File: config.mk
export PLATFORM = sky130hd
export DESIGN_NAME = rr_grant_scheduler
export DESIGN_NICKNAME = d
export VERILOG_FILES = /design/src/rtl/rr_sched_pkg.sv /design/src/rtl/rr_priority_pick.sv /design/src/rtl/rr_grant_scheduler.sv
export SDC_FILE = /design/constraint.sdc
export NUM_CORES = 1
export LEC_CHECK = 0
export CELL_PAD_IN_SITES_DETAIL_PLACEMENT = 1
export CELL_PAD_IN_SITES_GLOBAL_PLACEMENT = 2
export CORE_ASPECT_RATIO = 0.5
export CORE_MARGIN = 1
export CORE_UTILIZATION = 30
export DETAILED_ROUTE_END_ITERATION = 16
export GPL_TIMING_DRIVEN = 0
export PLACE_DENSITY_LB_ADDON = 0.25
export SYNTH_ARGS = -nofsm -noshare
export SYNTH_HDL_FRONTEND = slang
export SYNTH_SLANG_ARGS = --single-unit
File: constraint.sdc
create_clock -name i_clk -period 3.45 [get_ports i_clk]
set_input_delay 0.69 -clock i_clk [delete_from_list [all_inputs] [get_ports i_clk]]
set_output_delay 0.69 -clock i_clk [all_outputs]
set_load 0.05 [all_outputs]
File: src/rtl/rr_sched_pkg.sv
// ---------------------------------------------------------------------------
// rr_sched_pkg
// Shared definitions for the round-robin grant scheduler.
//   N_REQ           : number of requesters sharing the downstream resource
//   IW              : width of an encoded requester index
//   state_t         : scheduler FSM states (IDLE / GRANT)
//   onehot_from_idx : index -> one-hot grant vector
// ---------------------------------------------------------------------------
package rr_sched_pkg;

   localparam int unsigned N_REQ = 8;
   localparam int unsigned IW    = $clog2(N_REQ);

   typedef enum logic {
      IDLE,
      GRANT
   } state_t;

   function automatic logic [N_REQ-1:0] onehot_from_idx(input logic [IW-1:0] idx);
      logic [N_REQ-1:0] v;
      v      = '0;
      v[idx] = 1'b1;
      return v;
   endfunction

endpackage

File: src/rtl/rr_priority_pick.sv
// ---------------------------------------------------------------------------
// rr_priority_pick
// Combinational circular priority search: finds the first set request bit
// at or above i_ptr, wrapping from N-1 back to 0.
// Ports:
//   i_req    [N-1:0]  request vector
//   i_ptr    [IW-1:0] search start position
//   o_found           at least one request is set
//   o_winner [IW-1:0] index of the winning requester (0 when none)
// ---------------------------------------------------------------------------
module rr_priority_pick
   import rr_sched_pkg::*;
#(
   parameter int unsigned N = N_REQ
) (
   input  logic [N-1:0]  i_req,
   input  logic [IW-1:0] i_ptr,
   output logic          o_found,
   output logic [IW-1:0] o_winner
);

   logic [N-1:0]  w_rot;
   logic [IW-1:0] w_offset;
   logic          w_any;

   // Rotate so that requester i_ptr lands at bit 0; a plain lowest-bit
   // priority encode then implements the circular search.
   always_comb begin
      logic [IW:0] sum;
      w_rot = '0;
      for (int i = 0; i < int'(N); i++) begin
         sum = {1'b0, i_ptr} + (IW+1)'(i);
         if (sum >= (IW+1)'(N)) begin
            sum = sum - (IW+1)'(N);
         end
         w_rot[i] = i_req[sum[IW-1:0]];
      end
   end

   // Lowest set bit of the rotated vector wins; scanning downward lets the
   // last assignment (smallest index) take effect.
   always_comb begin
      w_offset = '0;
      w_any    = 1'b0;
      for (int i = int'(N) - 1; i >= 0; i--) begin
         if (w_rot[i]) begin
            w_offset = IW'(i);
            w_any    = 1'b1;
         end
      end
   end

   // Undo the rotation: winner = (offset + ptr) mod N.
   always_comb begin
      logic [IW:0] sum;
      sum = {1'b0, w_offset} + {1'b0, i_ptr};
      if (sum >= (IW+1)'(N)) begin
         sum = sum - (IW+1)'(N);
      end
      o_winner = w_any ? sum[IW-1:0] : '0;
      o_found  = w_any;
   end

endmodule

File: src/rtl/rr_grant_scheduler.sv
// ---------------------------------------------------------------------------
// rr_grant_scheduler
// Round-robin owner scheduler for one shared resource. Issues a registered
// one-hot grant with a forced one-cycle idle gap between tenures and a
// maximum tenure length of MAX_HOLD cycles (0 = unlimited).
// Ports:
//   i_clk                 system clock
//   i_rst_n               synchronous active-low reset
//   i_ena                 enable; low ends any tenure and blocks new grants
//   i_req       [N-1:0]   level-sensitive requests
//   i_release             owner's end-of-tenure pulse
//   o_grant     [N-1:0]   one-hot grant (zero when idle)
//   o_grant_idx [IW-1:0]  encoded owner (zero when idle)
//   o_grant_valid         a grant is active
//   o_timeout_flag        one-cycle pulse after a tenure ended purely by MAX_HOLD
// N must equal N_REQ from rr_sched_pkg, which sizes the index and helper.
// ---------------------------------------------------------------------------
module rr_grant_scheduler
   import rr_sched_pkg::*;
#(
   parameter int unsigned N        = N_REQ,
   parameter int unsigned MAX_HOLD = 16
) (
   input  logic          i_clk,
   input  logic          i_rst_n,
   input  logic          i_ena,
   input  logic [N-1:0]  i_req,
   input  logic          i_release,
   output logic [N-1:0]  o_grant,
   output logic [IW-1:0] o_grant_idx,
   output logic          o_grant_valid,
   output logic          o_timeout_flag
);

   localparam int unsigned   HW       = (MAX_HOLD == 0) ? 1 : $clog2(MAX_HOLD + 1);
   localparam logic [HW-1:0] HOLD_LIM = HW'(MAX_HOLD);
   localparam logic [IW-1:0] LAST_IDX = IW'(N - 1);

   state_t        r_state,   w_state_next;
   logic [IW-1:0] r_ptr,     w_ptr_next;
   logic [HW-1:0] r_hold_cnt, w_hold_next;
   logic [N-1:0]  r_grant,   w_grant_next;
   logic [IW-1:0] r_idx,     w_idx_next;
   logic          r_valid,   w_valid_next;
   logic          r_timeout, w_timeout_next;

   logic          w_found;
   logic [IW-1:0] w_winner;
   logic          w_hold_hit;
   logic          w_other_exit;

   rr_priority_pick #(
      .N (N)
   ) u_pick (
      .i_req    (i_req),
      .i_ptr    (r_ptr),
      .o_found  (w_found),
      .o_winner (w_winner)
   );

   always_ff @(posedge i_clk) begin
      if (!i_rst_n) begin
         r_state    <= IDLE;
         r_ptr      <= '0;
         r_hold_cnt <= '0;
         r_grant    <= '0;
         r_idx      <= '0;
         r_valid    <= 1'b0;
         r_timeout  <= 1'b0;
      end else begin
         r_state    <= w_state_next;
         r_ptr      <= w_ptr_next;
         r_hold_cnt <= w_hold_next;
         r_grant    <= w_grant_next;
         r_idx      <= w_idx_next;
         r_valid    <= w_valid_next;
         r_timeout  <= w_timeout_next;
      end
   end

   // A timeout exit only counts as a timeout when nothing else would have
   // ended the tenure in the same cycle.
   assign w_hold_hit   = (MAX_HOLD != 0) && (r_hold_cnt == HOLD_LIM);
   assign w_other_exit = i_release || !i_req[r_idx] || !i_ena;

   always_comb begin
      w_state_next   = r_state;
      w_ptr_next     = r_ptr;
      w_hold_next    = r_hold_cnt;
      w_grant_next   = r_grant;
      w_idx_next     = r_idx;
      w_valid_next   = r_valid;
      w_timeout_next = 1'b0;

      case (r_state)
         IDLE: begin
            if (i_ena && w_found) begin
               w_state_next = GRANT;
               w_grant_next = onehot_from_idx(w_winner);
               w_idx_next   = w_winner;
               w_valid_next = 1'b1;
               w_hold_next  = HW'(1);
            end
         end
         GRANT: begin
            if (w_hold_hit || w_other_exit) begin
               w_state_next   = IDLE;
               w_grant_next   = '0;
               w_idx_next     = '0;
               w_valid_next   = 1'b0;
               w_ptr_next     = (r_idx == LAST_IDX) ? '0 : r_idx + IW'(1);
               w_timeout_next = w_hold_hit && !w_other_exit;
            end else if ((MAX_HOLD != 0) && (r_hold_cnt != HOLD_LIM)) begin
               w_hold_next = r_hold_cnt + HW'(1);
            end
         end
         default: begin
            w_state_next = IDLE;
         end
      endcase
   end

   assign o_grant        = r_grant;
   assign o_grant_idx    = r_idx;
   assign o_grant_valid  = r_valid;
   assign o_timeout_flag = r_timeout;

endmodule

; After elaboration in Yosys (flattened, before gate mapping)
; Cells that the tools add are included.
[totals]
register_bits = 22
wordCells = 130
[classes]
addsub = 19
magnitude_cmp = 20
eq_ne = 7
mux = 63
bitwise_logic = 1
reduce_logical = 13
[op_table]
columns = op, n
row1 = two-way mux 3 bit, 21
row2 = "< comparator 3 x 4 -> 1 bit, second input constant", 10
row3 = ">= comparator 4 bit, second input constant", 8
row4 = binary-select mux 1 bit (select 3 bit), 9
row5 = "subtractor 3 x 1 -> 3 bit, second input constant", 9
row6 = two-way mux 1 bit, 22
row7 = "adder 3 x 3 -> 4 bit, second input constant", 4
row8 = two-way mux 8 bit, 2
row9 = case mux 8 bit (2 select lines), 1
row10 = two-way mux 5 bit, 3
row11 = case mux 5 bit (2 select lines), 1
row12 = "adder 3 x 2 -> 4 bit, second input constant", 2
row13 = case mux 3 bit (2 select lines), 1
row14 = AND reduction 3 bit, 2
row15 = "adder 5 x 1 -> 5 bit, second input constant", 1
row16 = "== test 5 bit, second input constant", 1
row17 = "inequality test 5 bit, second input constant", 1
row18 = "adder 3 x 1 -> 4 bit, second input constant", 1
row19 = adder 3 x 3 -> 4 bit, 1
row20 = ">= comparator 3 x 4 -> 1 bit, second input constant", 1
row21 = "inequality test 2 x 1 -> 1 bit, second input constant", 2
row22 = "inequality test 2 bit, second input constant", 2
row23 = case mux 1 bit (2 select lines), 2
row24 = AND reduction 2 bit, 2
row25 = other kinds (8), 14

; Logic depth before layout (Yosys ltp)
; Gate-level depths: netlist of the first run.
[depth]
ltp_word = 23
ltp_mapped = 18
mapped_depth_nobuf = 15

; By module
; Synthesis of the first run repeated with hierarchy kept, for this count alone.
[unflattened]
hier_cells = 173
area_unflattened_um2 = 1778.0
[modules_own_cells]
columns = mod, instances, cells_each, area_per_inst_um2, seq_area_each_um2
row1 = rr_grant_scheduler, 1, 109, 1099.8, 440.4
row2 = rr_priority_pick, 1, 64, 678.2, 0.0

; Worst setup path before layout of the first run
; Ideal clock, no wire load.
[synth_timing]
kind = flip-flop to flip-flop
startpoint = register r_ptr[0]
endpoint = register r_grant[0], in the netlist o_grant[0]
t_arrival_ns = 3.349
required_time_ns = 3.307
path_slack_ns = -0.042
path_stages_with_launch = 16
synth_period_minus_slack_ns = 3.492
path_cell_list = dfxtp_1 -> buf_6 -> buf_2 -> inv_1 -> ha_1 -> buf_2 -> mux2_2 -> o22ai_1 -> o21ai_0 -> nand2_1 -> a21oi_1 -> or2_2 -> fa_1 -> xnor2_1 -> o41ai_1 -> o32ai_1
[synth_between]
elab_chain_len = 23
[synth_lines]
columns = element, line
row1 = "start, declared", rr_grant_scheduler.sv:40  ; logic [IW-1:0] r_ptr, w_ptr_next;
row2 = "start signal, assigned", rr_grant_scheduler.sv:72  ; r_ptr <= w_ptr_next;
row3 = adder 3 x 3 -> 4 bit, rr_priority_pick.sv:32  ; sum = {1'b0, i_ptr} + (IW+1)'(i);
row4 = >= comparator 4 bit / subtractor 3 x 1 -> 3 bit (equally long branches), "rr_priority_pick.sv:33, rr_priority_pick.sv:34"
row5 = two-way mux 3 bit, rr_priority_pick.sv:33  ; if (sum >= (IW+1)'(N)) begin
row6 = binary-select mux 1 bit (select 3 bit), rr_priority_pick.sv:36  ; w_rot[i] = i_req[sum[IW-1:0]];
row7 = two-way mux 1 bit (implied by the code), rr_priority_pick.sv:36
row8 = two-way mux 3 bit (8 in a row), rr_priority_pick.sv:46  ; if (w_rot[i]) begin
row9 = adder 3 x 3 -> 4 bit, rr_priority_pick.sv:56  ; sum = {1'b0, w_offset} + {1'b0, i_ptr};
row10 = >= comparator 4 bit / subtractor 3 x 1 -> 3 bit (equally long branches), "rr_priority_pick.sv:57, rr_priority_pick.sv:58"
row11 = two-way mux 3 bit, rr_priority_pick.sv:57  ; if (sum >= (IW+1)'(N)) begin
row12 = two-way mux 3 bit, rr_priority_pick.sv:60  ; o_winner = w_any ? sum[IW-1:0] : '0;
row13 = < comparator 3 x 4 -> 1 bit (implied by the code) / >= comparator 3 x 1 -> 1 bit (equally long branches), rr_sched_pkg.sv:22  ; v[idx] = 1'b1;
row14 = logical AND 1 bit (implied by the code), rr_sched_pkg.sv:22
row15 = two-way mux 1 bit (implied by the code), rr_sched_pkg.sv:22
row16 = demux 1 bit (select 3 bit), rr_sched_pkg.sv:22
row17 = two-way mux 8 bit, rr_grant_scheduler.sv:97  ; if (i_ena && w_found) begin
row18 = case mux 8 bit (2 select lines), rr_grant_scheduler.sv:95  ; case (r_state)
row19 = "end signal, assigned", rr_grant_scheduler.sv:74  ; r_grant <= w_grant_next;
row20 = "end, declared", rr_grant_scheduler.sv:42  ; logic [N-1:0] r_grant, w_grant_next;
; Parallel ways exist; a longest one is shown, timed or not. The select of a mux whose other input is x is not followed.
; A chain may end at the register's enable or synchronous reset.

; Worst setup path after layout of the first run
[layout_timing]
startpoint = input port i_req[3]
endpoint = register r_idx[2], in the netlist o_grant_idx[2]
[layout_between]
elab_chain_len = 16
[layout_lines]
columns = element, line
row1 = "start, declared", rr_grant_scheduler.sv:27  ; input logic [N-1:0] i_req,
row2 = binary-select mux 1 bit (select 3 bit), rr_priority_pick.sv:36
row3 = two-way mux 1 bit (implied by the code), rr_priority_pick.sv:36
row4 = two-way mux 3 bit (8 in a row), rr_priority_pick.sv:46
row5 = adder 3 x 3 -> 4 bit, rr_priority_pick.sv:56
row6 = >= comparator 4 bit / subtractor 3 x 1 -> 3 bit (equally long branches), "rr_priority_pick.sv:57, rr_priority_pick.sv:58"
row7 = two-way mux 3 bit, rr_priority_pick.sv:57
row8 = two-way mux 3 bit, rr_priority_pick.sv:60
row9 = two-way mux 3 bit, rr_grant_scheduler.sv:97
row10 = case mux 3 bit (2 select lines), rr_grant_scheduler.sv:95
row11 = "end signal, assigned", rr_grant_scheduler.sv:75  ; r_idx <= w_idx_next;
row12 = "end, declared", rr_grant_scheduler.sv:43  ; logic [IW-1:0] r_idx, w_idx_next;
; Parallel ways exist; a longest one is shown, timed or not. The select of a mux whose other input is x is not followed.

==> results of run 1 <==
==> path summary, 6_finish.rpt <==
check,start,end,slack [ps],cells past startpoint
max,i_req[3],o_grant_idx[2]$_SDFFE_PN0P_,-20,14
min,o_grant[0]$_SDFFE_PN0P_,o_grant[0]$_SDFFE_PN0P_,460,2
max reg2reg,r_ptr[0]$_SDFFE_PN0P_,o_grant_idx[2]$_SDFFE_PN0P_,10,18
min reg2reg,o_grant[0]$_SDFFE_PN0P_,o_grant[0]$_SDFFE_PN0P_,460,2
==> kinds of logic (layout without fill, tap and decap cells) <==
group / Yosys count / after routing
fa+ha+maj: 8 / 8
simple gates: 64 / 64
buf+inv: 23 / 66
compound gates: 35 / 35
flops: 22 / 22
xor+xnor: 6 / 6
mux: 23 / 23
==> layout by cell type (no fill, tap or decap), types with 5 or more instances in the layout <==
master	count
and3_1	5
buf_4	16
clkdlybuf4s15_2	5
clkdlybuf4s50_1	16
dfxtp_1	20
ha_1	5
inv_1	11
mux2i_1	6
mux4_2	12
nand2_1	14
nand2b_1	6
nand3_1	5
nor2_1	8
nor2b_1	6
nor3_1	5
==> per-layer routing <==
metal,wire (µm),GRT usage,vias to the layer above
li1,-,-,760
met1,2320,0.237,784
met2,2320,0.297,32
met3,181,0.0236,6
met4,70,0.0386,0
met5,0,0,-
==> sequential cells by signal, indices dropped and copies added (netlist names) <==
register        count
r_hold_cnt          5
o_grant_idx         3
r_state             1
r_ptr               3
o_grant             8
o_timeout_flag      1
o_grant_valid       1
==> area by class of cell <==
class,count,area (µm²)
Inverter,14,58.8
Tap cell,70,87.6
Multi-Input combinational cell,136,1280
Timing Repair Buffer,39,342
Buffer,9,86.3
Fill cell,601,2790
Sequential cell,22,443
Clock buffer,4,88.8
==> metrics by stage <==
step | instances | utilization | hold WS [ps] | setup slack [ps] | total power [mW]
after floorplan | 181 | - | 491 | -42.4 | 0.483
after global placement | 275 | 0.391 | 444 | -830 | 0.560
after detailed placement | 275 | 0.391 | 453 | -865 | 0.567
after CTS | 291 | 0.451 | 464 | -28.3 | 0.885
after global routing | 294 | 0.461 | 487 | -139 | 0.940
final | 294 | 0.461 | 461 | -17.0 | 0.886
==> timing repair <==
item	4_1_cts	5_1_grt
gates resized for setup	61	5
gates cloned	1	0
pin swaps	9	10
endpoints found under the setup margin	10	8
buffers inserted	11	3
==> power groups by stage <==
| stage | Sequential [mW] | Combinational (mW) | Clock, mW |
|---|---|---|---|
| 2_1_floorplan | 0.316 | 0.168 | 0 |
| 3_3_place_gp | 0.285 | 0.275 | 0 |
| 3_5_place_dp | 0.286 | 0.281 | 0 |
| 4_1_cts | 0.280 | 0.328 | 0.277 |
| 5_1_grt | 0.282 | 0.369 | 0.289 |
| 6_report | 0.280 | 0.338 | 0.268 |
==> worst max-delay path, stage by stage <==
cell	delay, ps
clkdlybuf4s15_2	240
mux4_2	530
a21oi_1	130
o21ai_0	110
a31oi_1	170
o21ai_1	110
o311ai_2	110
ha_2	250
inv_2	30
fa_2	370
xnor2_4	160
o41a_1	450
buf_4	190
o22ai_2	120
==> reports/metrics.cfg, run 1 <==
[run_status]
status=finished with violations
violations=negative setup slack

[clock_tree]
hold_buffers=0
path_clk_slew_ps=60
cts_buffer_depth=2
cts_sinks=22
cts-buffers-inserted=3
ctsHtreeMaxLevel=1
clock_latency_ps=250
root_buffer=clkbuf_16
cts_tree=yes

[hold_path]
hold_path.class=reg2reg

[logic_synthesis]
yosys.area.top_type_share=0.259
synth_edf_count=0
yosys.area.top_type=dfxtp_1
netlist_area_um2=1700
syn_inst=181
avgSynthCellArea_um2=9.39
synth_fp_nets=201
yosysUniqueCellTypes=45
seq_area_frac_synth=0.259
synth_fa_ha_area_frac=0.0633
synth-simple-area-share=0.203
synthFlopType=dfxtp_1
synth_compound_area_frac=0.150
synthMuxAreaShare=0.228
synth_commonest_cells=dfxtp_1, inv_1, nand2_1
synthTopCellsByArea=dfxtp_1, mux4_2, ha_1, mux2i_1, o32ai_1
async_reset_ff_frac=0
yosysMostFrequentCell=dfxtp_1
synth-seq-cells=22
synthXorXnorAreaFrac=0.0309
synth_warnings=0
synth_top_family_by_area=multiplexers

[routing]
drc_errors=0
vias_per_cell=5.38
first_pass_iters=4
drtIter0Drc=49
wire_per_inst_um=16.6
vias=1582
ant_nets=0
routed_wl_mm=4.90

[timing]
fin_setup_tns_ps=-22.5
rsz0062_at_grt=yes
post-route-min-period_ps=3470
finalSetupViolations=2
relSlewSlack=0.506
min_period_over_period=1.00
tightest_slew_ps=737
worst_clock_skew_ps=2.50
maxSlewViolCount=0
max_freq_mhz=288
hold_viol=0
fin_ws_ps=-17.0

[floorplanning]
ioPinCount=25
die_h_um=55.2
num_rows=18
start_util=0.328
fp.dieArea_um2=5990
die_w_um=108
core_um2=5180

[setup_path]
crit_required_ps=3630
cp-start-kind=input port
worstSetupPathType=in2reg
crit_arrival_ps=3650
crit_path_end_kind=flip-flop
crit_fanout=7

[grt]
grt_max_degree=13
grt_overflow_total=0
antenna_found_initial=0
grt_pass1_wl_mm=8.25
grt_pass1_vias=1681
grt.total_usage=0.176

[power]
p_sw_mw=0.286
internal-power_mw=0.600
p_seq_frac=0.316
switching_share=0.323
leakage_nw=0.897
pwr-share-comb=0.382
p_per_area_nw_per_um2=371
clkPwrFrac=0.302
ir_drop_mv=0.154

[cells_and_area]
drive_above_1_share=0.348
antenna_cells=0
finalNetCount=245
syn2layout_area_growth_pct=40.6
fin_area_um2=2390

[place]
place.gp.congestion=0.740
portBuffers=24
place_area_um2=2030
dp_hpwl_mm=3.35

[flow_run]
maxCapViolations=0

No activity file was read; power rests on OpenSTA's default activity.
==> run 2, diff against run 1 <==
--- a/config.mk
+++ b/config.mk
@@ -9,8 +9,9 @@
 export CELL_PAD_IN_SITES_GLOBAL_PLACEMENT = 2
 export CORE_ASPECT_RATIO = 0.5
 export CORE_MARGIN = 1
-export CORE_UTILIZATION = 30
+export CORE_UTILIZATION = 35
 export DETAILED_ROUTE_END_ITERATION = 16
+export DONT_BUFFER_PORTS = 1
 export GPL_TIMING_DRIVEN = 0
 export PLACE_DENSITY_LB_ADDON = 0.25
 export SYNTH_ARGS = -nofsm -noshare
==> run 2 against run 1 <==
  * The flow now finishes without violations
  * First-iteration DRC count is 8.2% lower
  * Utilization grew 1.4 points
  * Sequential cell count stayed put
  * Die area down 14%
  * Cell area down 9.8%
  * Maximum frequency grew 1.9%
  * Critical path type is now reg2reg
==> reports/metrics.cfg, run 2 (same netlist as run 1, synthesis figures left out) <==
[run_status]
status=finished, final reports clean

[setup_path]
crit_path_end_kind=flip-flop
path_cells=buf_8 > clkinvlp_4 > ha_4 > buf_6 > mux4_2 > mux2i_4 > and3_1 > a31oi_1 > o21ai_1 > o311ai_2 > ha_2 > inv_2 > fa_2 > xnor2_2 > o41a_1 > o32ai_1
crit_required_ps=3630
crit_arrival_ps=3580
worstSetupPathType=reg2reg
cp_top_family=compound AO/OA/AOI/OAI gates
cp-start-kind=flip-flop
crit_fanout=5
cpPeakStageDelay_ps=440
cp_slowest_cell=o41a_1
path_buf_inv=4

[grt]
grt_pass1_vias=1588
grt.total_usage=0.204
grt_overflow_total=0
antenna_found_initial=0
grt_pass1_wl_mm=8.07
grt_max_degree=14

[timing]
maxSlewViolCount=0
worst_clock_skew_ps=4.11
hold_ws_ps=560
min_period_over_period=0.986
rsz0062_at_grt=yes
relSlewSlack=0.518
hold_viol=0
max_freq_mhz=294
post-route-min-period_ps=3400
tightest_slew_ps=719
finalSetupViolations=0

[power]
p_per_area_nw_per_um2=388
leakage_nw=0.795
ir_drop_mv=0.230
p_total_mw=0.836

[clock_tree]
cts-buffers-inserted=3
cts_tree=yes
cts_sinks=22
cts_buffer_depth=2
root_buffer=clkbuf_8
ctsHtreeMaxLevel=1
clock_latency_ps=260
path_clk_slew_ps=80

[cells_and_area]
syn2layout_area_growth_pct=26.8
finalNetCount=219
largest_register_ffs=8
drive_above_1_share=0.348
antenna_cells=0
final_common_cell=dfxtp_1
mostFrequentLayoutCells=dfxtp_1, buf_4, nand2_1, mux4_2, inv_1

[routing]
drtIter0Drc=45
vias=1548
vias_per_cell=5.86
routed_wl_mm=4.96
wire_per_inst_um=18.8
ant_nets=0
drc_errors=0
first_pass_iters=4

[flow_run]
maxCapViolations=0

[place]
dp_hpwl_mm=3.33
place.gp.congestion=0.766
portBuffers=0

[hold_path]
hold_path.class=reg2reg

[floorplanning]
fp.dieArea_um2=5150
die_w_um=101
start_util=0.375
core_um2=4530
die_h_um=51.3
num_rows=17
ioPinCount=25

run 2: cell types whose count changed in the layout (fill, tap and decap cells not counted), moves of 2 or more:
cell             before  now
clkdlybuf4s15_2       5    0
clkdlybuf4s50_1      16    0
buf_2                 4    0
clkbuf_8              1    3
clkbuf_16             3    0
run 2: stage by stage:
| step | setup WS, ps | util | std cells | TNS (ps) | area [µm²] |
|---|---|---|---|---|---|
| 6_report | 49.2 | 0.476 | 264 | 0 | 2150 |
| 3_3_place_gp | -543 | 0.393 | 247 | -4130 | 1780 |
| 5_1_grt | -123 | 0.476 | 264 | -556 | 2150 |
| 4_1_cts | 2.53 | 0.452 | 261 | 0 | 2050 |
| 3_5_place_dp | -658 | 0.393 | 247 | -5080 | 1780 |
| 2_1_floorplan | -42.4 | - | 181 | -127 | 1700 |
run 2: what timing repair did:
item                       CTS  global route
setup endpoints to repair   10             9
setup buffers                9             4
pin swaps                   11             8
gates resized for setup     34            15
hold endpoints to repair     0             0
hold buffers                 0             0
gates cloned                 1             0
run 2: worst paths after layout:
kind,cells past startpoint,slack (ps),from,endpoint
setup / recovery,16,50,r_ptr[1]$_SDFFE_PN0P_,o_grant[4]$_SDFFE_PN0P_
hold reg to reg,2,560,r_hold_cnt[0]$_SDFFE_PN0P_,r_hold_cnt[0]$_SDFFE_PN0P_
hold / removal,2,560,r_hold_cnt[0]$_SDFFE_PN0P_,r_hold_cnt[0]$_SDFFE_PN0P_
setup reg to reg,16,50,r_ptr[1]$_SDFFE_PN0P_,o_grant[4]$_SDFFE_PN0P_
run 2: layout make-up:
cell class / count / area [µm²]
well taps: 66 / 82.6
plain buffers: 8 / 75.1
fillers: 507 / 2380
repair buffers: 14 / 109
inverters: 14 / 58.8
clock inverters: 1 / 30.0
flip-flops and latches: 22 / 445
clock buffers: 3 / 41.3
multi-input cells: 136 / 1310
run 2: layer usage:
| layer | up-vias | track usage | share of wire |
|---|---|---|---|
| met1 | 785 | 0.276 | 0.49 |
| met4 | 0 | 0.0604 | 0.015 |
| li1 | 714 | - | - |
| met3 | 8 | 0.0479 | 0.039 |
| met5 | - | 0 | 0 |
| met2 | 41 | 0.326 | 0.45 |
run 2: worst register-to-register path, stage by stage (launching register included):
cell and delay (ps):
dfxtp_2 350, buf_8 100, clkinvlp_4 110, ha_4 300, buf_6 120, mux4_2 230, mux2i_4 80, and3_1 150
a31oi_1 170, o21ai_1 110, o311ai_2 90, ha_2 230, inv_2 40, fa_2 340, xnor2_2 160, o41a_1 440
o32ai_1 290
run 2: report_power, final:
group	switching, mW	internal (mW)
registers	0.0462	0.267
clock network	0.0885	0.155
logic	0.144	0.135
